**src/rtl/pcie_read_scheduler_pkg.sv**
```systemverilog
// Shared constants and types for the PCIe host-read scheduler.
// Each request fetches one 512-byte block (128 DW, 64 qwords).
package pcie_pkg;

    localparam int QWORDS_PER_REQ = 64;
    localparam int REQ_DW         = 128;
    localparam int BLOCK_SHIFT    = 9;
    localparam int CNT_BITS       = 7;
    localparam int TAG_FIELD_BITS = 8;
    localparam int ADDR_BITS      = 64 - BLOCK_SHIFT;
    localparam int COUNT_BITS     = 16;

    typedef enum logic [0:0] {
        ST_IDLE = 1'b0,
        ST_RUN  = 1'b1
    } sched_state_e;

    // A block is complete once every qword of its request has arrived.
    function automatic logic block_full(input logic [CNT_BITS-1:0] cnt);
        return cnt == CNT_BITS'(QWORDS_PER_REQ);
    endfunction

endpackage

```
**src/rtl/pcie_read_scheduler_if.sv**
```systemverilog
// Command, TX request, RX completion and consumer handshakes of the read scheduler.
// The slave modport is the scheduler's view; master is the surrounding logic.
interface pcie_read_scheduler_if #(
    parameter int TAG_BITS = 5
);
    import pcie_pkg::*;

    logic                      cmd_valid;
    logic                      cmd_ready;
    logic [ADDR_BITS-1:0]      cmd_addr;
    logic [COUNT_BITS-1:0]     cmd_count;
    logic                      rreq_valid;
    logic                      rreq_ready;
    logic [ADDR_BITS-1:0]      rreq_addr;
    logic [TAG_FIELD_BITS-1:0] rreq_tag;
    logic                      completion_valid;
    logic [TAG_FIELD_BITS-1:0] completion_tag;
    logic                      out_valid;
    logic                      out_ready;
    logic [TAG_BITS-1:0]       out_tag;
    logic                      busy;
    logic                      error;

    modport slave (
        input  cmd_valid, cmd_addr, cmd_count, rreq_ready,
               completion_valid, completion_tag, out_ready,
        output cmd_ready, rreq_valid, rreq_addr, rreq_tag,
               out_valid, out_tag, busy, error
    );

    modport master (
        output cmd_valid, cmd_addr, cmd_count, rreq_ready,
               completion_valid, completion_tag, out_ready,
        input  cmd_ready, rreq_valid, rreq_addr, rreq_tag,
               out_valid, out_tag, busy, error
    );

endinterface

```
**src/rtl/pcie_read_scheduler_tag_counters.sv**
```systemverilog
// Per-tag completion qword counters: cleared when a tag is issued, bumped per
// accepted completion beat, with full flags for the probed tag and the oldest tag.
module pcie_tag_counters
    import pcie_pkg::*;
#(
    parameter int TAG_BITS = 5
) (
    input  logic                clock,
    input  logic                reset,
    input  logic                clear_en,
    input  logic [TAG_BITS-1:0] clear_tag,
    input  logic                inc_en,
    input  logic [TAG_BITS-1:0] inc_tag,
    input  logic [TAG_BITS-1:0] probe_tag,
    output logic                probe_full,
    input  logic [TAG_BITS-1:0] head_tag,
    output logic                head_full
);

    localparam int DEPTH = 1 << TAG_BITS;

    logic [CNT_BITS-1:0] rcnt_r [DEPTH];

    // Counter array update; an issued tag is never outstanding, so clear and
    // increment cannot target the same entry in one cycle.
    always_ff @(posedge clock) begin
        for (int i = 0; i < DEPTH; i++) begin
            if (reset) begin
                rcnt_r[i] <= '0;
            end else if (clear_en && (clear_tag == TAG_BITS'(i))) begin
                rcnt_r[i] <= '0;
            end else if (inc_en && (inc_tag == TAG_BITS'(i))) begin
                rcnt_r[i] <= rcnt_r[i] + 7'd1;
            end else begin
                rcnt_r[i] <= rcnt_r[i];
            end
        end
    end

    // Full compares for the completion being checked and the retire candidate.
    always_comb begin
        probe_full = block_full(rcnt_r[probe_tag]);
        head_full  = block_full(rcnt_r[head_tag]);
    end

endmodule

```
**src/rtl/pcie_read_scheduler.sv**
```systemverilog
// Splits DMA read commands into 512-byte tagged requests, validates completion
// beats against the outstanding tag window and retires finished blocks in issue order.
module pcie_read_scheduler
    import pcie_pkg::*;
#(
    parameter int TAG_BITS        = 5,
    parameter int MAX_OUTSTANDING = 32
) (
    input  logic                   clock,
    input  logic                   reset,
    pcie_read_scheduler_if.slave   bus
);

    localparam logic [TAG_BITS:0] MAX_OUT_C = (TAG_BITS + 1)'(MAX_OUTSTANDING);

    sched_state_e           state_r;
    sched_state_e           state_next_s;
    logic [ADDR_BITS-1:0]   addr_r;
    logic [COUNT_BITS-1:0]  remaining_r;
    logic [TAG_BITS:0]      wptr_r;
    logic [TAG_BITS:0]      rptr_r;
    logic [TAG_BITS:0]      outstanding_s;
    logic                   error_r;

    logic                   cmd_ready_s;
    logic                   rreq_valid_s;
    logic                   out_valid_s;
    logic                   accept_s;
    logic                   issue_s;
    logic                   retire_s;

    logic [TAG_BITS-1:0]    beat_tag_s;
    logic [TAG_BITS-1:0]    beat_offset_s;
    logic                   tag_upper_zero_s;
    logic                   in_window_s;
    logic                   beat_ok_s;
    logic                   beat_err_s;
    logic                   probe_full_s;
    logic                   head_full_s;

    // Pointers carry one wrap bit so a completely full pool is distinguishable from empty.
    assign outstanding_s = wptr_r - rptr_r;

    // FSM state register.
    always_ff @(posedge clock) begin
        if (reset) begin
            state_r <= ST_IDLE;
        end else begin
            state_r <= state_next_s;
        end
    end

    // FSM next-state: a zero-length command is accepted but never leaves IDLE.
    always_comb begin
        state_next_s = state_r;
        case (state_r)
            ST_IDLE: begin
                if (accept_s && (bus.cmd_count != 16'd0)) begin
                    state_next_s = ST_RUN;
                end else begin
                    state_next_s = ST_IDLE;
                end
            end
            ST_RUN: begin
                if (issue_s && (remaining_r == 16'd1)) begin
                    state_next_s = ST_IDLE;
                end else begin
                    state_next_s = ST_RUN;
                end
            end
            default: begin
                state_next_s = ST_IDLE;
            end
        endcase
    end

    // FSM outputs: commands accepted only in IDLE, requests gated by tag credit.
    always_comb begin
        cmd_ready_s  = 1'b0;
        rreq_valid_s = 1'b0;
        case (state_r)
            ST_IDLE: begin
                cmd_ready_s  = 1'b1;
                rreq_valid_s = 1'b0;
            end
            ST_RUN: begin
                cmd_ready_s  = 1'b0;
                rreq_valid_s = (remaining_r != 16'd0) && (outstanding_s < MAX_OUT_C);
            end
            default: begin
                cmd_ready_s  = 1'b0;
                rreq_valid_s = 1'b0;
            end
        endcase
    end

    // Handshake qualifiers and retire condition.
    always_comb begin
        out_valid_s = (outstanding_s != '0) && head_full_s;
        accept_s    = bus.cmd_valid && cmd_ready_s;
        issue_s     = rreq_valid_s && bus.rreq_ready;
        retire_s    = out_valid_s && bus.out_ready;
    end

    // Completion beat classification: tag must be in range, outstanding and not yet full.
    always_comb begin
        beat_tag_s       = bus.completion_tag[TAG_BITS-1:0];
        tag_upper_zero_s = (bus.completion_tag >> TAG_BITS) == 8'd0;
        beat_offset_s    = beat_tag_s - rptr_r[TAG_BITS-1:0];
        in_window_s      = {1'b0, beat_offset_s} < outstanding_s;
        if (bus.completion_valid) begin
            beat_ok_s  = tag_upper_zero_s && in_window_s && !probe_full_s;
            beat_err_s = !(tag_upper_zero_s && in_window_s && !probe_full_s);
        end else begin
            beat_ok_s  = 1'b0;
            beat_err_s = 1'b0;
        end
    end

    // Command address and remaining block count.
    always_ff @(posedge clock) begin
        if (reset) begin
            addr_r      <= '0;
            remaining_r <= '0;
        end else if (accept_s) begin
            addr_r      <= bus.cmd_addr;
            remaining_r <= bus.cmd_count;
        end else if (issue_s) begin
            addr_r      <= addr_r + 55'd1;
            remaining_r <= remaining_r - 16'd1;
        end else begin
            addr_r      <= addr_r;
            remaining_r <= remaining_r;
        end
    end

    // Tag pool pointers; issue and retire may both advance in one cycle.
    always_ff @(posedge clock) begin
        if (reset) begin
            wptr_r <= '0;
            rptr_r <= '0;
        end else begin
            wptr_r <= issue_s  ? wptr_r + 1'b1 : wptr_r;
            rptr_r <= retire_s ? rptr_r + 1'b1 : rptr_r;
        end
    end

    // Sticky error, cleared by the next accepted command unless a bad beat lands in the same cycle.
    always_ff @(posedge clock) begin
        if (reset) begin
            error_r <= 1'b0;
        end else begin
            error_r <= beat_err_s || (error_r && !accept_s);
        end
    end

    pcie_tag_counters #(
        .TAG_BITS (TAG_BITS)
    ) u_tag_counters (
        .clock      (clock),
        .reset      (reset),
        .clear_en   (issue_s),
        .clear_tag  (wptr_r[TAG_BITS-1:0]),
        .inc_en     (beat_ok_s),
        .inc_tag    (beat_tag_s),
        .probe_tag  (beat_tag_s),
        .probe_full (probe_full_s),
        .head_tag   (rptr_r[TAG_BITS-1:0]),
        .head_full  (head_full_s)
    );

    assign bus.cmd_ready  = cmd_ready_s;
    assign bus.rreq_valid = rreq_valid_s;
    assign bus.rreq_addr  = addr_r;
    assign bus.rreq_tag   = TAG_FIELD_BITS'(wptr_r[TAG_BITS-1:0]);
    assign bus.out_valid  = out_valid_s;
    assign bus.out_tag    = rptr_r[TAG_BITS-1:0];
    assign bus.busy       = (state_r == ST_RUN) || (outstanding_s != '0);
    assign bus.error      = error_r;

endmodule

```
**src/flat_wrapper.sv**
```systemverilog
// flat-port wrapper written by rule: the top's interface ports become plain ports
module pcie_read_scheduler_flat import pcie_pkg::*;
#(
    parameter int TAG_BITS        = 5,
    parameter int MAX_OUTSTANDING = 32
)
  (clock, reset, bus_cmd_valid, bus_cmd_addr, bus_cmd_count, bus_rreq_ready, bus_completion_valid, bus_completion_tag, bus_out_ready, bus_cmd_ready, bus_rreq_valid, bus_rreq_addr, bus_rreq_tag, bus_out_valid, bus_out_tag, bus_busy, bus_error);
  pcie_read_scheduler_if #(.TAG_BITS(TAG_BITS)) bus_i ();
  input  logic clock;
  input  logic reset;
  input wire logic [$bits(bus_i.cmd_valid)-1:0] bus_cmd_valid;
  input wire logic [$bits(bus_i.cmd_addr)-1:0] bus_cmd_addr;
  input wire logic [$bits(bus_i.cmd_count)-1:0] bus_cmd_count;
  input wire logic [$bits(bus_i.rreq_ready)-1:0] bus_rreq_ready;
  input wire logic [$bits(bus_i.completion_valid)-1:0] bus_completion_valid;
  input wire logic [$bits(bus_i.completion_tag)-1:0] bus_completion_tag;
  input wire logic [$bits(bus_i.out_ready)-1:0] bus_out_ready;
  output wire logic [$bits(bus_i.cmd_ready)-1:0] bus_cmd_ready;
  output wire logic [$bits(bus_i.rreq_valid)-1:0] bus_rreq_valid;
  output wire logic [$bits(bus_i.rreq_addr)-1:0] bus_rreq_addr;
  output wire logic [$bits(bus_i.rreq_tag)-1:0] bus_rreq_tag;
  output wire logic [$bits(bus_i.out_valid)-1:0] bus_out_valid;
  output wire logic [$bits(bus_i.out_tag)-1:0] bus_out_tag;
  output wire logic [$bits(bus_i.busy)-1:0] bus_busy;
  output wire logic [$bits(bus_i.error)-1:0] bus_error;
  assign bus_i.cmd_valid = bus_cmd_valid;
  assign bus_i.cmd_addr = bus_cmd_addr;
  assign bus_i.cmd_count = bus_cmd_count;
  assign bus_i.rreq_ready = bus_rreq_ready;
  assign bus_i.completion_valid = bus_completion_valid;
  assign bus_i.completion_tag = bus_completion_tag;
  assign bus_i.out_ready = bus_out_ready;
  assign bus_cmd_ready = bus_i.cmd_ready;
  assign bus_rreq_valid = bus_i.rreq_valid;
  assign bus_rreq_addr = bus_i.rreq_addr;
  assign bus_rreq_tag = bus_i.rreq_tag;
  assign bus_out_valid = bus_i.out_valid;
  assign bus_out_tag = bus_i.out_tag;
  assign bus_busy = bus_i.busy;
  assign bus_error = bus_i.error;
  pcie_read_scheduler #(.TAG_BITS(TAG_BITS), .MAX_OUTSTANDING(MAX_OUTSTANDING)) u_core (.clock(clock), .reset(reset), .bus(bus_i));
endmodule
```
**config.mk**
```make
export PLATFORM = sky130hd
export DESIGN_NAME = pcie_read_scheduler_flat
export DESIGN_NICKNAME = d
export VERILOG_FILES = /design/src/rtl/pcie_read_scheduler_pkg.sv /design/src/rtl/pcie_read_scheduler_if.sv /design/src/rtl/pcie_read_scheduler_tag_counters.sv /design/src/rtl/pcie_read_scheduler.sv /design/src/flat_wrapper.sv
export SDC_FILE = /design/constraint.sdc
export NUM_CORES = 1
export LEC_CHECK = 0
export ABC_AREA = 1
export CAP_MARGIN = 30
export CELL_PAD_IN_SITES_DETAIL_PLACEMENT = 1
export CELL_PAD_IN_SITES_GLOBAL_PLACEMENT = 2
export CORE_AREA = 8 8 238 240
export DETAILED_ROUTE_END_ITERATION = 8
export DIE_AREA = 0 0 246 248
export DONT_BUFFER_PORTS = 1
export HOLD_SLACK_MARGIN = 0.05
export PLACE_DENSITY = 0.83
export REMOVE_ABC_BUFFERS = 1
export SLEW_MARGIN = 20
export SYNTH_ARGS = -nofsm -noshare
export SYNTH_HDL_FRONTEND = slang
export SYNTH_SLANG_ARGS = --single-unit
export TNS_END_PERCENT = 50
```
**constraint.sdc**
```tcl
create_clock -name clock -period 10.4 [get_ports clock]
set_input_delay 2.6 -clock clock [delete_from_list [all_inputs] [get_ports clock]]
set_output_delay 2.6 -clock clock [all_outputs]
set_load 0.02 [all_outputs]
```
# == Yosys cells after proc, flatten, opt, wreduce, memory -nomap -nowiden ==
# Memory sizes are Yosys's and may differ from the RTL's. A register that Yosys moved wholly into a read port is not among the register bits.
# Index checks and enable logic that the tools add are counted.
# totals
reg_bits,85
latchBits,0
mem_bits_rw,224
rom_bits,0
in_bits,85
output_inout_bits,73
elab_cells,758
n_memories,1
# op_classes
add_sub_neg,38
multipliers,0
div,0
order_cmp,2
eq_ne,65
n_shift,0
n_mux,463
n_bitwise,97
n_reduce_logical,86
# memory_table
memory,depth,word_bits,read_ports,rd_clocked_by_memory_dff,wr,line,source
u_core.u_tag_counters.rcnt_r,32,7,34,1,32,pcie_read_scheduler_tag_counters.sv:22,logic [CNT_BITS-1:0] rcnt_r [DEPTH];
# op_table
op,n
$mux 7,96
$mux 1,358
$add 7x1->7 const B,32
$eq 5x5->1 const B,32
$mux 55,2
$or 1x1->1,96
$eq 5x4->1 const B,16
$logic_and 1x1->1,74
$add 55x1->55 const B,1
$eq 5x3->1 const B,8
$mux 16,2
$reduce_bool 16->1,2
$eq 5x2->1 const B,4
$eq 16x1->1 const B,1
$sub 16x1->16 const B,1
$eq 7x7->1 const B,2
$add 6x1->6 const B,2
$eq 5x1->1 const B,2
$logic_not 5->1,2
$mux 5,2
$logic_not 8->1,1
$lt 5x6->1,1
$lt 6x6->1 const B,1
$pmux 1 s2,3
other kinds (7),10

# == Logic depth before layout (Yosys ltp) ==
# depth
word_depth,12
ltp_mapped,19
ltp_nobuf,17

# == Cells and area by module ==
# A second synthesis with hierarchy kept.
# hier_totals
cells_unflattened,3096
hier_area_um2,21446.8
# by_module_without_submodules
mod,n_inst,cells_per_inst,area_each_um2,seq_area_each_um2
pcie_tag_counters,1,1856,14351.3,6726.5
pcie_read_scheduler,1,1240,7095.6,1701.6

# == Worst setup path after synthesis ==
# OpenSTA, ideal clock, no wires.
# synth_path
path_type,input to register
startpoint,input port bus_completion_tag[0]
endpoint,"memory u_core.u_tag_counters.rcnt_r[19][0], enable pin"
setup_time_ps,323
arrival_ps,5213
t_required_ps,10077
path_slack_ps,4863
stages,19
n_path_buf,3
path_cell_list,buf_6 > inv_6 > buf_6 > ha_1 > inv_1 > fa_1 > ha_1 > o21ai_0 > nand2_1 > nand3_1 > nand3_1 > nand2_1 > nand2_1 > a21oi_1 > nand4_1 > nor2_2 > buf_2 > nand2_1 > nand2_1
# synth_rtl
item,line,source
start: declaration,flat_wrapper.sv:16,input wire logic [$bits(bus_i.completion_tag)-1:0] bus_completion_tag;
end: declaration,pcie_read_scheduler_tag_counters.sv:22,

==> flow_summary.ini <==
[power_and_ir_drop]
peakVddDrop_mv = 0.1069
p_per_area_nw_per_um2 = 140.8
p_sw_uw = 968.7
internal_power_uw = 2296
pwr-share-comb_pct = 12.1
p_leak_uw = 0.009069
p_sw_share_pct = 29.67
pwr-share-seq_pct = 46.3
p_clk_share_pct = 41.6

[worst_setup_path]
required_ps = 7800
rr_startpoint = u_core.rptr_r[2]
crit_type = reg -> out
worstPathArrival_ps = 3770
worst_setup_path_start_kind = flip-flop
cp_top_family = buffers and inverters
critPathMaxStageDelay_ps = 520
cp-end-kind = output pin
critical-path-slowest-cell = buf_4
worstPathMaxFanout = 47
crit_buf_inv = 4
path_cells = buf_4 > clkinv_1 > buf_4 > a21oi_1 > o21ai_0 > nand3_1 > nand2_1 > nor2_1 > nand2_1 > nand2_1 > nand3_1 > a21boi_0 > buf_4

[synth]
synthFlopType = edfxtp_1
yosys-top-cells-count = nand2_1 (598), nor2_1 (432), inv_1 (288), nand3_1 (238), edfxtp_1 (224)
yosys.area.top_type = edfxtp_1
synth_area_leaders = edfxtp_1 (31%), nand2_1 (10%), dfxtp_1 (8.4%)
synth-edff-count = 224
yosysMostFrequentCell = nand2_1
synth.distinct_cells = 53
ys_ff_latch = 314
async_reset_ff_share_pct = 0
syn_inst = 2797
seq_area_frac_synth_pct = 39.69
syn_avg_cell_area_um2 = 7.682
ys_warn_count = 0
netlist.area_leader.share_pct = 31.31
synth_area_um2 = 21490

[detailed_routing]
routed_wl_um = 72290
drc_errors = 0
ant_nets = 0
vias = 18970
wl_per_cell_um = 20.77
drt_iter0_markers = 1003
via_per_inst = 5.450
firstDrtPassIters = 5

[clocking]
tritoncts = yes
htreeDepth = 2
cts_max_path_buffers = 3
hold_buffers = 0
clkSlewWorstSetupHoldPaths_ps = 60
clock-sinks = 314
cts_buffers = 41
worstSkewPairLatency_ps = 580
clockRootBuffer = clkbuf_16
post_cts_buffers = 0
post_cts_resized = 0

[placed_design]
dp.cells = 3405
io_buffers = 0
place_congestion = 0.8606
dp_hpwl_um = 53650

[min_path]
hold_path.class = reg -> reg
hold_start = u_core.state_r

[global_routing]
grt_usage_pct = 23.61
antenna_found_initial = 2
grt_max_degree = 76
overflow = 0
grt_pass1_vias = 20216
grt_pass1_wl_um = 113800

[timing]
tightest_slew_ps = 958.1
rsz0062_at_grt = no
slew-limit-headroom_pct = 36.04
final.min_clock_period_ps = 6366
slew_viol_final = 0
period_share_pct = 61.21
fin_tns_setup_ps = 0
hold_viol = 0
fmax_mhz = 157.1
fin_skew_ps = 20.75
setup_viol = 0

[run_status]
status = completed

[layout]
multi_input_area_um2 = 11230
final_cells = 3481
fillCellCount = 6537
ff_latch_area_um2 = 8531
num-nets-final = 2894
syn_to_final_growth_pct = 7.908
drive_gt1_share_pct = 6.683

[floorplan]
start_util_pct = 40.49
die_h_um = 248
io_pins = 158
coreArea_um2 = 53070
die_area_um2 = 61010
std_cell_rows = 85
die_w_um = 246

[flow_run]
cap_violations = 0
-- through the flow --
stage / total power [uW] / instance area [um2] / hold WS, ps / setup slack [ps] / util, %
final: 3265 / 23180 / 474.2 / 4034 / 43.69
after global routing: 3394 / 23180 / 501.6 / 3870 / 43.68
after CTS: 3297 / 23180 / 474.9 / 4048 / 43.68
after detailed placement: 1932 / 21930 / 465.9 / 3991 / 41.33
after global placement: 1916 / 21880 / 457.8 / 4093 / 41.23
after floorplan: 1783 / 20900 / 444.0 / 4317 / -
-- layer usage --
layer	vias up	track usage, %	part of all wire (%)
met5	-	0	0
met4	0	7.334	2.9
met3	109	5.509	6.0
met2	427	41.51	49
met1	9273	28.30	42
li1	9161	-	-
-- state kept, by name, summed over array words and instances, names as in the netlist, named ones only --
signal	count
u_core.bus.error	1
u_core.bus.rreq_addr	55
u_core.remaining_r	16
u_core.rptr_r	6
u_core.state_r	1
u_core.u_tag_counters.rcnt_r	224
u_core.wptr_r	6
-- cells by family (layout without fill, tap and decap cells) --
group / after synthesis / count (layout) / synth area share [%]
fa+ha+maj: 57 / 57 / 3.354
simple gates: 1515 / 1515 / 32.91
mux: 3 / 3 / 0.1398
compound gates: 293 / 293 / 7.477
flops: 314 / 314 / 39.69
xor+xnor: 204 / 204 / 8.316
other cells: 1 / 5 / 0.01745
buf+inv: 410 / 394 / 8.089
-- final cells by class --
type                       instances  area share, %
tap                              696          3.756
timing repair buffer              17         0.6854
sequential                       314          36.79
clock inverter                    22         0.5936
multi-input combinational       2075          48.43
inverter                         303          4.927
antenna                            2        0.02159
clock buffer                      52          4.787
-- layout by cell type, fill, tap and decap left out, types with 6 or more instances in the layout --
master / synthesis / layout
clkbuf_1: 44 / 9
o21ai_0: 144 / 144
dfxtp_1: 90 / 88
a31oi_1: 28 / 28
a21oi_1: 76 / 76
clkbuf_16: 0 / 43
nand4_1: 66 / 66
nand3_1: 238 / 238
nor4_1: 6 / 6
xor2_1: 143 / 143
inv_1: 288 / 287
buf_4: 17 / 14
nor2_1: 432 / 432
clkinv_1: 3 / 12
o211ai_1: 18 / 18
nor3_1: 62 / 62
nand4_4: 30 / 30
nand2_1: 598 / 597
xnor2_1: 61 / 61
nand3b_1: 11 / 11
edfxtp_1: 224 / 224
ha_1: 56 / 56
clkinv_2: 0 / 8
or2_2: 6 / 6
inv_2: 11 / 12
nor2_2: 44 / 44
a211oi_1: 7 / 7
-- power by group through the flow --
stage / clock network [uW] / logic (uW) / registers, uW
detailed placement: 0 / 395 / 1540
CTS: 1390 / 398 / 1510
global placement: 0 / 382 / 1530
floorplan: 0 / 276 / 1510
global route: 1430 / 443 / 1520
finish: 1360 / 395 / 1510
-- worst register-to-register path, delay by kind of cell, from the launching register on --
family / cells / cell delay, ps
AO/OA/AOI/OAI: 3 / 640
XOR/XNOR: 1 / 220
adder cells (fa/ha/maj): 2 / 680
buffers and inverters: 3 / 300
flip-flops: 1 / 630
AND/OR/NAND/NOR: 8 / 1900
-- final timing paths --
path	endpoint	depth (start not counted)	slack, ps
worst max register to register	u_core.u_tag_counters.rcnt_r[6][1]	17	5690
worst min-delay path	u_core.state_r	2	470
worst min register to register	u_core.state_r	2	470
worst max-delay path	bus_out_valid	13	4030
No activity file was read; power rests on OpenSTA's default activity.
